## src/rtl/mux_rr_stream.sv

```systemverilog
// N-channel stream mux with a registered output slot, external-select or round-robin grant.
// Optional even-parity output enabled by defining MUX_PARITY_EN.
module mux_rr_stream #(
    parameter int WIDTH = 16,
    parameter int N_CH  = 4,
    parameter int SEL_W = 2
) (
    input  logic                  clk,
    input  logic                  rst,
    input  logic                  mode,
    input  logic [SEL_W-1:0]      sel,
    input  logic [N_CH*WIDTH-1:0] in_data,
    input  logic [N_CH-1:0]       in_valid,
    output logic [N_CH-1:0]       in_ready,
    output logic [WIDTH-1:0]      out_data,
    output logic                  out_valid,
    input  logic                  out_ready,
    output logic [SEL_W-1:0]      out_ch
`ifdef MUX_PARITY_EN
    ,
    output logic                  out_par
`endif
);

    logic [SEL_W-1:0] rr_ptr;
    logic [SEL_W-1:0] grant;
    logic [SEL_W-1:0] cand;
    logic             grant_ok;
    logic             load_en;
    logic             xfer;
    logic [WIDTH-1:0] grant_data;

    assign load_en = !out_valid || out_ready;

    always_comb begin
        grant    = '0;
        grant_ok = 1'b0;
        cand     = '0;
        if (!mode) begin
            if (int'(sel) < N_CH && in_valid[sel]) begin
                grant    = sel;
                grant_ok = 1'b1;
            end
        end else begin
            // Walk offsets from farthest to nearest so the nearest valid channel wins.
            for (int i = N_CH; i >= 1; i--) begin
                cand = SEL_W'((int'(rr_ptr) + i) % N_CH);
                if (in_valid[cand]) begin
                    grant    = cand;
                    grant_ok = 1'b1;
                end
            end
        end
    end

    always_comb begin
        grant_data = '0;
        for (int k = 0; k < N_CH; k++) begin
            if (grant == SEL_W'(k)) begin
                grant_data = in_data[k*WIDTH +: WIDTH];
            end
        end
    end

    // Reset wins over any handshake, so no channel is told it was accepted.
    assign xfer = grant_ok && load_en && !rst;

    always_comb begin
        in_ready = '0;
        if (xfer) begin
            in_ready[grant] = 1'b1;
        end
    end

    always_ff @(posedge clk) begin
        if (rst) begin
            out_valid <= 1'b0;
            out_data  <= '0;
            out_ch    <= '0;
            rr_ptr    <= SEL_W'(N_CH - 1);
        end else if (xfer) begin
            out_valid <= 1'b1;
            out_data  <= grant_data;
            out_ch    <= grant;
            rr_ptr    <= grant;
        end else if (out_valid && out_ready) begin
            out_valid <= 1'b0;
        end
    end

`ifdef MUX_PARITY_EN
    always_ff @(posedge clk) begin
        if (rst) begin
            out_par <= 1'b0;
        end else if (xfer) begin
            out_par <= ^grant_data;
        end
    end
`endif

endmodule

```

## config.mk

```make
export PLATFORM = sky130hd
export DESIGN_NAME = mux_rr_stream
export DESIGN_NICKNAME = d
export VERILOG_FILES = /design/src/rtl/mux_rr_stream.sv
export SDC_FILE = /design/constraint.sdc
export NUM_CORES = 1
export LEC_CHECK = 0
export CAP_MARGIN = 5
export CORE_ASPECT_RATIO = 0.7
export CORE_MARGIN = 3
export CORE_UTILIZATION = 35
export CTS_CLUSTER_DIAMETER = 80
export CTS_CLUSTER_SIZE = 8
export DETAILED_ROUTE_END_ITERATION = 8
export PLACE_DENSITY = 0.81
export SETUP_SLACK_MARGIN = 0.5
export SYNTH_ARGS = -nofsm -noshare
export SYNTH_HDL_FRONTEND = slang
export SYNTH_SLANG_ARGS = --single-unit
```

## constraint.sdc

```tcl
create_clock -name clk -period 2.8 [get_ports clk]
set_input_delay 0.84 -clock clk [delete_from_list [all_inputs] [get_ports clk]]
set_output_delay 0.84 -clock clk [all_outputs]
set_load 0.03 [all_outputs]
```

==> summary by stage, run 1 <==
Place
The HPWL after detailed placement is approximately 3.6 mm. The instance count after placement with tap cells included is 296. Once placement finished, the instance area stood at ~2500 µm². The placer's final routability congestion estimate is 0.887. The number of buffers inserted by port buffering is 96.

Global route
The number of global-route vias before repair is between 1500 and 2000. The overflow left after global routing is 0. The first-pass GRT wire length is 8.66 mm. Across every metal layer, demand over resource in global routing totals 0.240. The pin count of the biggest net entering global routing is 19. The number of antenna violations at the first check in global routing came to 0.

Final layout
Relative to the synthesized area, the layout overhead comes to 119%. The diode insertion count for antenna repair is 0. Of the cells placed in the final design, the portion with a size suffix greater than 1 is 0.331. The count of filler cells inserted in the layout is 197. The storage element area is 420 µm². For this run, the post-layout net count is 344. For this run, the share of the core covered by cells in the final layout is 0.824.

After the flow finishes, the layout carries non-filler instances totaling ~320. The multi-input logic area is 1030 µm². The final design area excluding fillers is ~3000 µm².

Yosys
The number of different library cells used by synthesis comes to 30. Synthesis produced ~140 cells. By area, the combinational part of the netlist is dominated by multiplexers. The mapped netlist covers 1360 µm². Of the post-synthesis cell area, the part taken by muxes is 0.264.

For this run, the register share of the synthesized area comes to 0.308. The post-synthesis register bit count is 21. The fraction of the mapped netlist area in compound gates is 0.231. Of the total synthesized cell area, the portion taken by full adders, half adders and majority gates is 0. Yosys attributes the largest share of cell area to dfxtp_1 31%, mux2i_1 26%, o221ai_1 10%. Summed over all instances, the cell type with the most area after synthesis is dfxtp_1.

In the synthesized netlist, the cells that appear most often are 36 x mux2i_1, 21 x dfxtp_1, 17 x nand2_1, 16 x o221ai_1, 7 x nor2_1. Counting flops with an async set or reset pin after synthesis yields a share of 0. The synthesized net count is between 200 and 250. The mean cell area of the mapped netlist is 9.95 µm².

The number of synthesis warnings is 0. The share of synthesized area in the top cell type comes to 0.308. The leading register cell type out of synthesis is dfxtp_1. The synthesized design contains 0 enable-type register cells.

Among all cell types in the netlist, the one instantiated most often is mux2i_1. Of the total synthesized cell area, the portion taken by XOR and XNOR cells is 0. The simple logic cell fraction of the synthesized area is 0.108.

Drt
The post-route antenna net violation count is 0. The routed via count divided by cell count is around 5.3. The average wire per cell in the routed design is 18.4 µm. The post-route DRC violation count is 0. The number of search-and-repair iterations in the first detailed-routing pass is 4. The detailed router finished its first iteration with 35 violations. Summed over all layers, the routed wires come to 5.87 mm. The total via count after detailed routing is 1692.

Clocking
The longest clock path from root to sink contains 2 buffers. TritonCTS built the clock tree. The sink count of the clock tree is 21. After clock tree synthesis, the clock-pin slew on the worst setup and hold paths is 0.07 ns.

The clock network latency to the later pin of the worst-skew pair is around 0.26 ns. The number of hold buffers added after CTS was 0. The number of CTS-inserted buffers is 3.

The H-tree depth is 1. The tree is rooted in a clkbuf_8.

Min path
The worst hold path startpoint is out_data[12]$_SDFFE_PP0P_. The cell count of the worst hold path is 2. The kind of path behind the tightest hold check is reg2reg. The worst hold path terminates at out_data[12]$_SDFFE_PP0P_.

Floorplanning
After floorplanning, the core was divided into 18 placement rows. The effective utilization at floorplan is 0.376. The core footprint is 3630 µm². The vertical die dimension is ~58 µm. The floorplan die area is about 4700 µm². The I/O pin total is 97. The die is slightly above 80 µm wide.

STA
Between clock sinks in the finished design, the worst skew comes to around 0.0034 ns. Setup slack on the critical path of the routed design comes to -0.0954 ns. The count of pins over their slew limit is 0. For the finished layout, the period the worst path requires is 2.90 ns. The final hold slack is 0.476 ns. Setup repair after global routing could not meet its margin everywhere. Derived from the worst setup path, the maximum achievable clock frequency is 0.345 GHz.

The hold violation total from the final report is 0. For the pin with the worst max-slew slack, the measured transition is 0.359 ns. The final number of setup-violating endpoints is 4.

The final cycle utilization of the critical path is 1.03. Headroom to the max-slew limit came out at 0.760.

Setup path
The startpoint identified for the worst register-to-register timing path is rr_ptr[1]$_SDFFE_PP1P_. The worst setup path is launched from a primary input. The number of buffers and inverters on the critical path is 5. The cell family contributing the most delay on the critical path is buffers and inverters.

The nature of the critical path endpoint is an output pin. The worst setup path category is in2out. Across all register-to-register paths, the minimum setup slack is 0.46 ns. The critical path goes through buf_6 -> buf_8 -> mux2i_4 -> o22ai_4 -> o31ai_4 -> buf_12 -> inv_8 -> nor2_4 -> buf_6. The number of cell instances on the worst register-to-register path is 10.

The largest single stage delay on the critical path is 0.30 ns. The most frequent cell on the critical path is buf_6. The master of the slowest instance on the critical path is o31ai_4. The arrival time of the worst setup path is around 2.1 ns. The critical-path maximum fanout is 7. The endpoint of the worst-slack reg-to-reg timing path is out_data[4]$_SDFFE_PP0P_. For the worst setup path, the data required time is slightly below 2 ns.

Power
The leakage power summed over all cells is ~0.0013 µW. Dividing total power by cell area gives a power density of roughly 430 nW/µm². The worst IR drop on VDD is approximately 270 µV.

Flow run
The max-cap check violation count is 0.

Run status
The flow ran to the end, but the final reports show violations. The final reports fail on negative setup slack.
[worst min-delay path, stage by stage, from the launching register on]
cell	delay, ns
dfxtp_1	0.33
nand2_1	0.05
o221ai_1	0.06
[how the worst max path moves through the flow]
| stage | slack [ns] | from | depth (start not counted) | to |
|---|---|---|---|---|
| floorplan | -0.04 | sel[1] | 7 | in_ready[0] |
| CTS | -0.13 | in_valid[1] | 9 | in_ready[0] |
| detailed placement | -0.58 | in_valid[3] | 7 | in_ready[3] |
| global route | -0.16 | in_valid[1] | 9 | in_ready[2] |
| global placement | -0.57 | in_valid[3] | 7 | in_ready[3] |
| finish | -0.1 | in_valid[1] | 9 | in_ready[2] |
[cells in the final DEF, fill, tap and decap left out, types with 3 or more instances in the layout]
| cell | synthesis | final |
|---|---|---|
| buf_6 | 2 | 6 |
| mux2i_2 | 0 | 6 |
| mux2i_4 | 0 | 6 |
| o221ai_1 | 16 | 13 |
| buf_16 | 0 | 3 |
| dfxtp_1 | 21 | 21 |
| clkdlybuf4s50_1 | 0 | 83 |
| clkbuf_8 | 0 | 3 |
| nand2_1 | 17 | 17 |
| nor2_4 | 0 | 3 |
| buf_4 | 2 | 30 |
| a21oi_1 | 6 | 4 |
| mux2i_1 | 36 | 24 |
| buf_12 | 2 | 6 |
| o221ai_2 | 1 | 4 |
[cell type report]
class / instances / share of cell area
multi-input cells: 104 / 0.345
well taps: 50 / 0.0209
clock buffers: 3 / 0.0138
repair buffers: 136 / 0.470
flip-flops and latches: 21 / 0.141
clock inverters: 1 / 0.00168
inverters: 4 / 0.00754
[report_power, final]
part | total [µW] | internal (µW) | leakage, µW | switching, µW
combinational | 718 | 397 | 0.00107 | 321
sequential | 378 | 345 | 0.000174 | 33.4
clock | 198 | 99.1 | 0.0000255 | 98.9
total | 1290 | 841 | 0.00127 | 454
[repair_timing]
action / in CTS / in global routing
endpoints found under the setup margin: 25 / 23
cloned: 3 / 0
pin swaps: 18 / 15
buffers inserted: 12 / 4
gates resized for setup: 52 / 31
[sequential cells by signal (all words and copies together) (netlist names)]
register   cells
out_data      16
out_ch         2
rr_ptr         2
out_valid      1
[routing by layer]
layer	routed length [µm]	track usage	vias up
met1	2460	0.295	808
met3	642	0.0932	10
met4	81	0.0289	0
met2	2690	0.412	82
met5	0	0	-
li1	-	-	792
[through the flow]
step,power [µW],setup slack (ns),TNS [ns]
3_3_place_gp,916,-0.568,-5.83
2_1_floorplan,673,-0.0378,-0.0755
3_5_place_dp,925,-0.585,-6.15
6_report,1290,-0.0954,-0.282
4_1_cts,1230,-0.127,-0.347
5_1_grt,1350,-0.162,-0.526
[cells by family (layout without fill, tap and decap cells)]
group	Yosys count	after routing
compound gates	36	36
buf+inv	12	144
flops	21	21
mux	36	36
simple gates	32	32
(Power assumes the default switching activity.)
==> inputs of run 2 (changes only) <==
==> constraint.sdc (replaced) <==
create_clock -name clk -period 2.9 [get_ports clk]
set_input_delay 0.87 -clock clk [delete_from_list [all_inputs] [get_ports clk]]
set_output_delay 0.87 -clock clk [all_outputs]
set_load 0.03 [all_outputs]
==> run 2 against run 1 <==
Against the previous run:
- the run still ends with negative setup slack left
- setup slack better by 0.060 ns
- first-iteration DRC count up 57%
- power down 7.3%
- cell area down 4.3%
- sequential share of layout area up 0.63 points
- register-to-register slack better by 0.21 ns
- via count down 5.7%
- core utilization down 3.6 points
- die area unchanged
- clock power down 3%
- critical path depth down 3
- largest cell class unchanged
- highest routed layer unchanged
==> summary by stage, run 2 (synthesized netlist as in run 1, its figures left out) <==
Run status
The run finished, with violations left. The checks that failed: negative setup slack.

Final layout
The top cell types in the final layout, fill and taps aside, are 84 x clkdlybuf4s50_1, 24 x buf_4, 23 x mux2i_1, 21 x dfxtp_1, 17 x nand2_1. The register bank with the most flops is out_data. The count of cells in the finished layout, fillers not included, comes to a little over 300.

The commonest non-fill, non-tap cell in the layout is clkdlybuf4s50_1. Relative to the synthesized area, the layout overhead comes to 110%. The final-stage net count is 333. The count of filler cells inserted in the layout is about 230. Measured on the finished design, the core utilization comes to 0.788. The final design area excluding fillers is 2860 µm².

The largest registers in the layout are out_data x16, out_ch x2, rr_ptr x2. The register with the most flip-flops in the layout has 16 of them. The number of antenna diodes in the final layout is 0.

The share of cells above drive strength 1 is 0.302.

Clocking
CTS built an H-tree with a depth of 1. Buffers inserted during clock tree synthesis total 3. CTS saw 21 sinks. Counting along the longest clock path gives a buffer depth of 2. Clock-pin slew was measured on the worst setup and hold paths at 0.08 ns. The later pin in the worst-skew pair is clocked with a latency of 0.26 ns.

TritonCTS built the clock tree. The cell at the root of the clock tree is clkbuf_8.

Drt
The count of nets left with antenna violations once routing finished came out at 0. After detailed routing, the average wire length per cell comes to 17.3 µm. For this block, wires on met1 add up to 2.26 mm. Summed over all layers, the routed wires come to 5.33 mm. The routed wire length on met3 is around 610 µm. The pre-antenna-repair detailed-routing pass consisted of 4 iterations. The highest layer touched by signal routing is met4. In the routed layout, each cell is associated on average with a via count of 5.18.

Wire segments on met2 add up to approximately 2.4 mm in the final route. The detailed router placed between 1500 and 2000 vias in this run. The count of routing violations after the opening detailed-route iteration is between 50 and 60. The post-route DRC violation count is 0.

Global route
The number of global-route vias before repair is 1571. The first global-routing pass estimated 7.78 mm of wire. Entering global routing, the biggest net connects 19 pins. The number of antenna violations at the first check in global routing is 0.

After global routing the overflow that remains totals 0. The total routing usage reported by global routing is 0.214.

Power
For this design the static power due to leakage is 0.00119 µW. VDD sags by at most approximately 320 µV. Overall power consumption after layout is estimated at around 1200 µW. Dividing total power by cell area gives a power density of 420 nW/µm².

STA
Headroom to the max-slew limit came out at 0.732. Final hold analysis gives a worst-case slack of 0.466 ns. The hold violation total from the final report was 0. The final cycle utilization of the critical path is 1.01. The worst path in the final design needs a cycle of between 2 and 3 ns, including I/O delays and setup. Setup violations remaining at the end of the flow were counted as 3. The count of pins over their slew limit is 0. Setup repair after global routing could not meet its margin everywhere. Clock skew on the completed layout was measured at 0.00260 ns. The worst-case setup margin in the final layout is -0.0358 ns. The worst-margin pin slew is 0.402 ns. Timing would allow up to 0.341 GHz.

Setup path
The worst setup path is captured at an output pin. The critical path launch point type is a primary input. The worst setup path category is in2out. The required arrival time at the worst endpoint is 2.03 ns.

The critical-path maximum fanout is 3. The number of cell instances on the worst register-to-register path is 9. STA puts the critical path data arrival time at 2.07 ns.

Place
Including well taps, the total number of placed cells is roughly 300. In this run the cell area measured after placement is about 2500 µm². The wire-length estimate of the detail-placed layout is 3.58 mm. In this run the tool buffered the top-level ports with 96 buffer cells.

At the end of routability-driven placement, the weighted congestion stood at between 0.8 and 0.9.

Floorplanning
The effective utilization at floorplan is 0.376. Measured along the x axis, the die boundary spans 80.6 µm. The core footprint is 3630 µm².

In this run the vertical extent of the chip is about 58 µm. After floorplanning, the core was divided into 18 placement rows. The floorplan step defined a die boundary enclosing between 4000 and 5000 µm². The I/O pin total is 97.

Flow run
Max-cap violations in this run came to 0.

Min path
The worst hold path belongs to the class reg2reg. The worst hold path passes through 2 cells.
==> run 2: cell types whose count changed in the layout (fill, tap and decap cells not counted), sizes merged <==
cell	before	now
buf	48	37
clkdlybuf4s50	83	84
clkinv	1	0
clkbuf	5	6
dlymetal6s2s	1	0
==> run 2: path summary, 6_finish.rpt <==
| check | slack [ns] | startpoint | to |
|---|---|---|---|
| min | 0.47 | out_data[12]$_SDFFE_PP0P_ | out_data[12]$_SDFFE_PP0P_ |
| min reg2reg | 0.47 | out_data[12]$_SDFFE_PP0P_ | out_data[12]$_SDFFE_PP0P_ |
| max reg2reg | 0.67 | rr_ptr[1]$_SDFFE_PP1P_ | out_data[8]$_SDFFE_PP0P_ |
| max | -0.04 | in_valid[2] | in_ready[1] |
==> run 2: routing by layer <==
layer,track usage,vias to the layer above
li1,-,774
met1,0.280,738
met2,0.364,81
met3,0.0652,2
met4,0.0145,0
met5,0,-
==> run 2: timing repair <==
action | 4_1_cts | 5_1_grt
gates resized for setup | 48 | 32
setup endpoints to repair | 23 | 21
setup buffers | 4 | 2
pin swaps | 10 | 17
gates cloned | 2 | 1
hold buffers | 0 | 0
==> run 2: metrics by stage <==
stage	setup slack, ns	setup TNS (ns)
finish	-0.0358	-0.101
global route	-0.111	-0.297
CTS	-0.0902	-0.259
detailed placement	-0.569	-5.09
global placement	-0.529	-4.59
floorplan	0.00223	0
==> run 2: worst max-delay path, cell delays in order <==
cell	delay, ns
buf_4	0.13
a21boi_1	0.12
o221a_2	0.33
nand3b_1	0.30
nor2_2	0.17
buf_6	0.14
==> run 2: power by group <==
group	internal [µW]	leakage [µW]	switching, µW
Clock	97.8	0.0000228	94.2
Sequential	333	0.000174	29.0
Combinational	354	0.000993	292
==> run 2: layout make-up <==
class	instances	area, µm²	area share
Inverter	4	22.5	0.00788
Tap cell	50	62.6	0.0219
Sequential cell	21	420	0.147
Timing Repair Buffer	125	1290	0.451
Multi-Input combinational cell	104	1020	0.356
Clock buffer	4	45.0	0.0158
==> RTL change, RTL diff (config.mk and constraints of run 1) <==
Add a define of `MUX_PARITY_EN`.
--- a/src/rtl/mux_rr_stream.sv
+++ b/src/rtl/mux_rr_stream.sv
@@ -2,2 +2,4 @@
 // Optional even-parity output enabled by defining MUX_PARITY_EN.
+`define MUX_PARITY_EN
+
 module mux_rr_stream #(
Check against the original RTL (old outputs only; new: out_par): equivalent (Yosys induction, for registers that start in step).
==> RTL change against run 1 <==
The flow still finishes with violations (setup timing). Area after synthesis is 53% higher. Critical endpoint is now in_ready[3]. Wire length grew 28%. Power grew 23%. Sequential cell count rose by 1. Global-route usage is 3.7 points lower. Non-clock buffer count up 1. Final cell count increased by 33%. Critical path type unchanged. Worst setup slack got worse by 450 ps. Final area up 26%.
==> RTL change: results (changes against run 1) <==
set qor(leakage_nw) 1.41 ;# was 1.27 nW
set qor(synth_area_leaders) {sky130_fd_sc_hd__xnor2_1, sky130_fd_sc_hd__dfxtp_1, sky130_fd_sc_hd__mux2i_1} ;# was sky130_fd_sc_hd__dfxtp_1, sky130_fd_sc_hd__mux2i_1, sky130_fd_sc_hd__o221ai_1
set qor(r2r_slack_ps) 240 ;# was 460 ps
set qor(synth_cell_types) 34 ;# was 30
set qor(timing.final.ws_setup_ps) -547 ;# was -95.4 ps
set qor(worstPathArrival_ps) 2510 ;# was 2060 ps
set qor(dp.final_hpwl_mm) 5.07 ;# was 3.65 mm
set qor(placed_cells) 395 ;# was 296
set qor(filler_cell_count) 435 ;# was 197
set qor(fin_tns_setup_ps) -3790 ;# was -282 ps
set qor(met2WireLength_mm) 3.35 ;# was 2.69 mm
set qor(timing.reg2reg.worst_path_depth) 15 ;# was 10
set qor(grt_max_degree) 36 ;# was 19
set qor(category_of_cells_accounting_for_the_largest_share_of_critical_path_delay) {simple AND/OR/NAND/NOR gates} ;# was buffers and inverters
set qor(finClkSkew_ps) 2.19 ;# was 3.40 ps
set qor(cp-startpoint) {sel[0]} ;# was in_valid[1]
set qor(synth.cells.most_frequent) {sky130_fd_sc_hd__xnor2_1, sky130_fd_sc_hd__mux2i_1, sky130_fd_sc_hd__dfxtp_1} ;# was sky130_fd_sc_hd__mux2i_1, sky130_fd_sc_hd__dfxtp_1, sky130_fd_sc_hd__nand2_1
set qor(critical_path.slowest_cell) {sky130_fd_sc_hd__or3b_4} ;# was sky130_fd_sc_hd__o31ai_4
set qor(crit-reg2reg-launch) {rr_ptr[0]$_SDFFE_PP1P_} ;# was rr_ptr[1]$_SDFFE_PP1P_
set qor(setup-violations-final) 23 ;# was 4
set qor(globalplace.congestion) 0.801 ;# was 0.887
set qor(failed_checks) {setup timing} ;# unchanged
set qor(outcome) {complete, but fails checks} ;# unchanged
set qor(cts.repair_timing.setup_buffer_count) 16 ;# was 12
set qor(detailroute.via_count) 2112 ;# was 1,692
[RTL change: cells by family (layout without fill, tap and decap cells)]
kind of cell | count (synthesis) | in the layout | synth area share
adders and majority gates | 1 | 1 | 0.00480
buffers and inverters | 16 | 143 | 0.0534
and+or+nand+nor | 43 | 43 | 0.134
xor gates and xnor gates | 60 | 60 | 0.252
DFF | 22 | 22 | 0.211
AOI/OAI and AO/OA | 29 | 29 | 0.0792
muxes | 53 | 53 | 0.265
[RTL change: area by class of cell]
class                           instances  area (um^2)  share of cell area
Multi-Input combinational cell        186         1690               0.449
Timing Repair Buffer                  137         1480               0.393
Tap cell                               72         90.1              0.0240
Inverter                                2         10.0             0.00266
Clock buffer                            4         55.1              0.0147
Sequential cell                        22          440               0.117
[RTL change: tightest hold or removal path: cells and delay by family (launching register included)]
kind,cells,cell delay (ps)
compound gates,1,50
simple gates,1,70
flops,1,320
[RTL change: power breakdown]
group	internal [mW]	switching, mW
Sequential	0.358	0.0303
Combinational	0.539	0.440
Clock	0.125	0.0992
Total	1.02	0.569
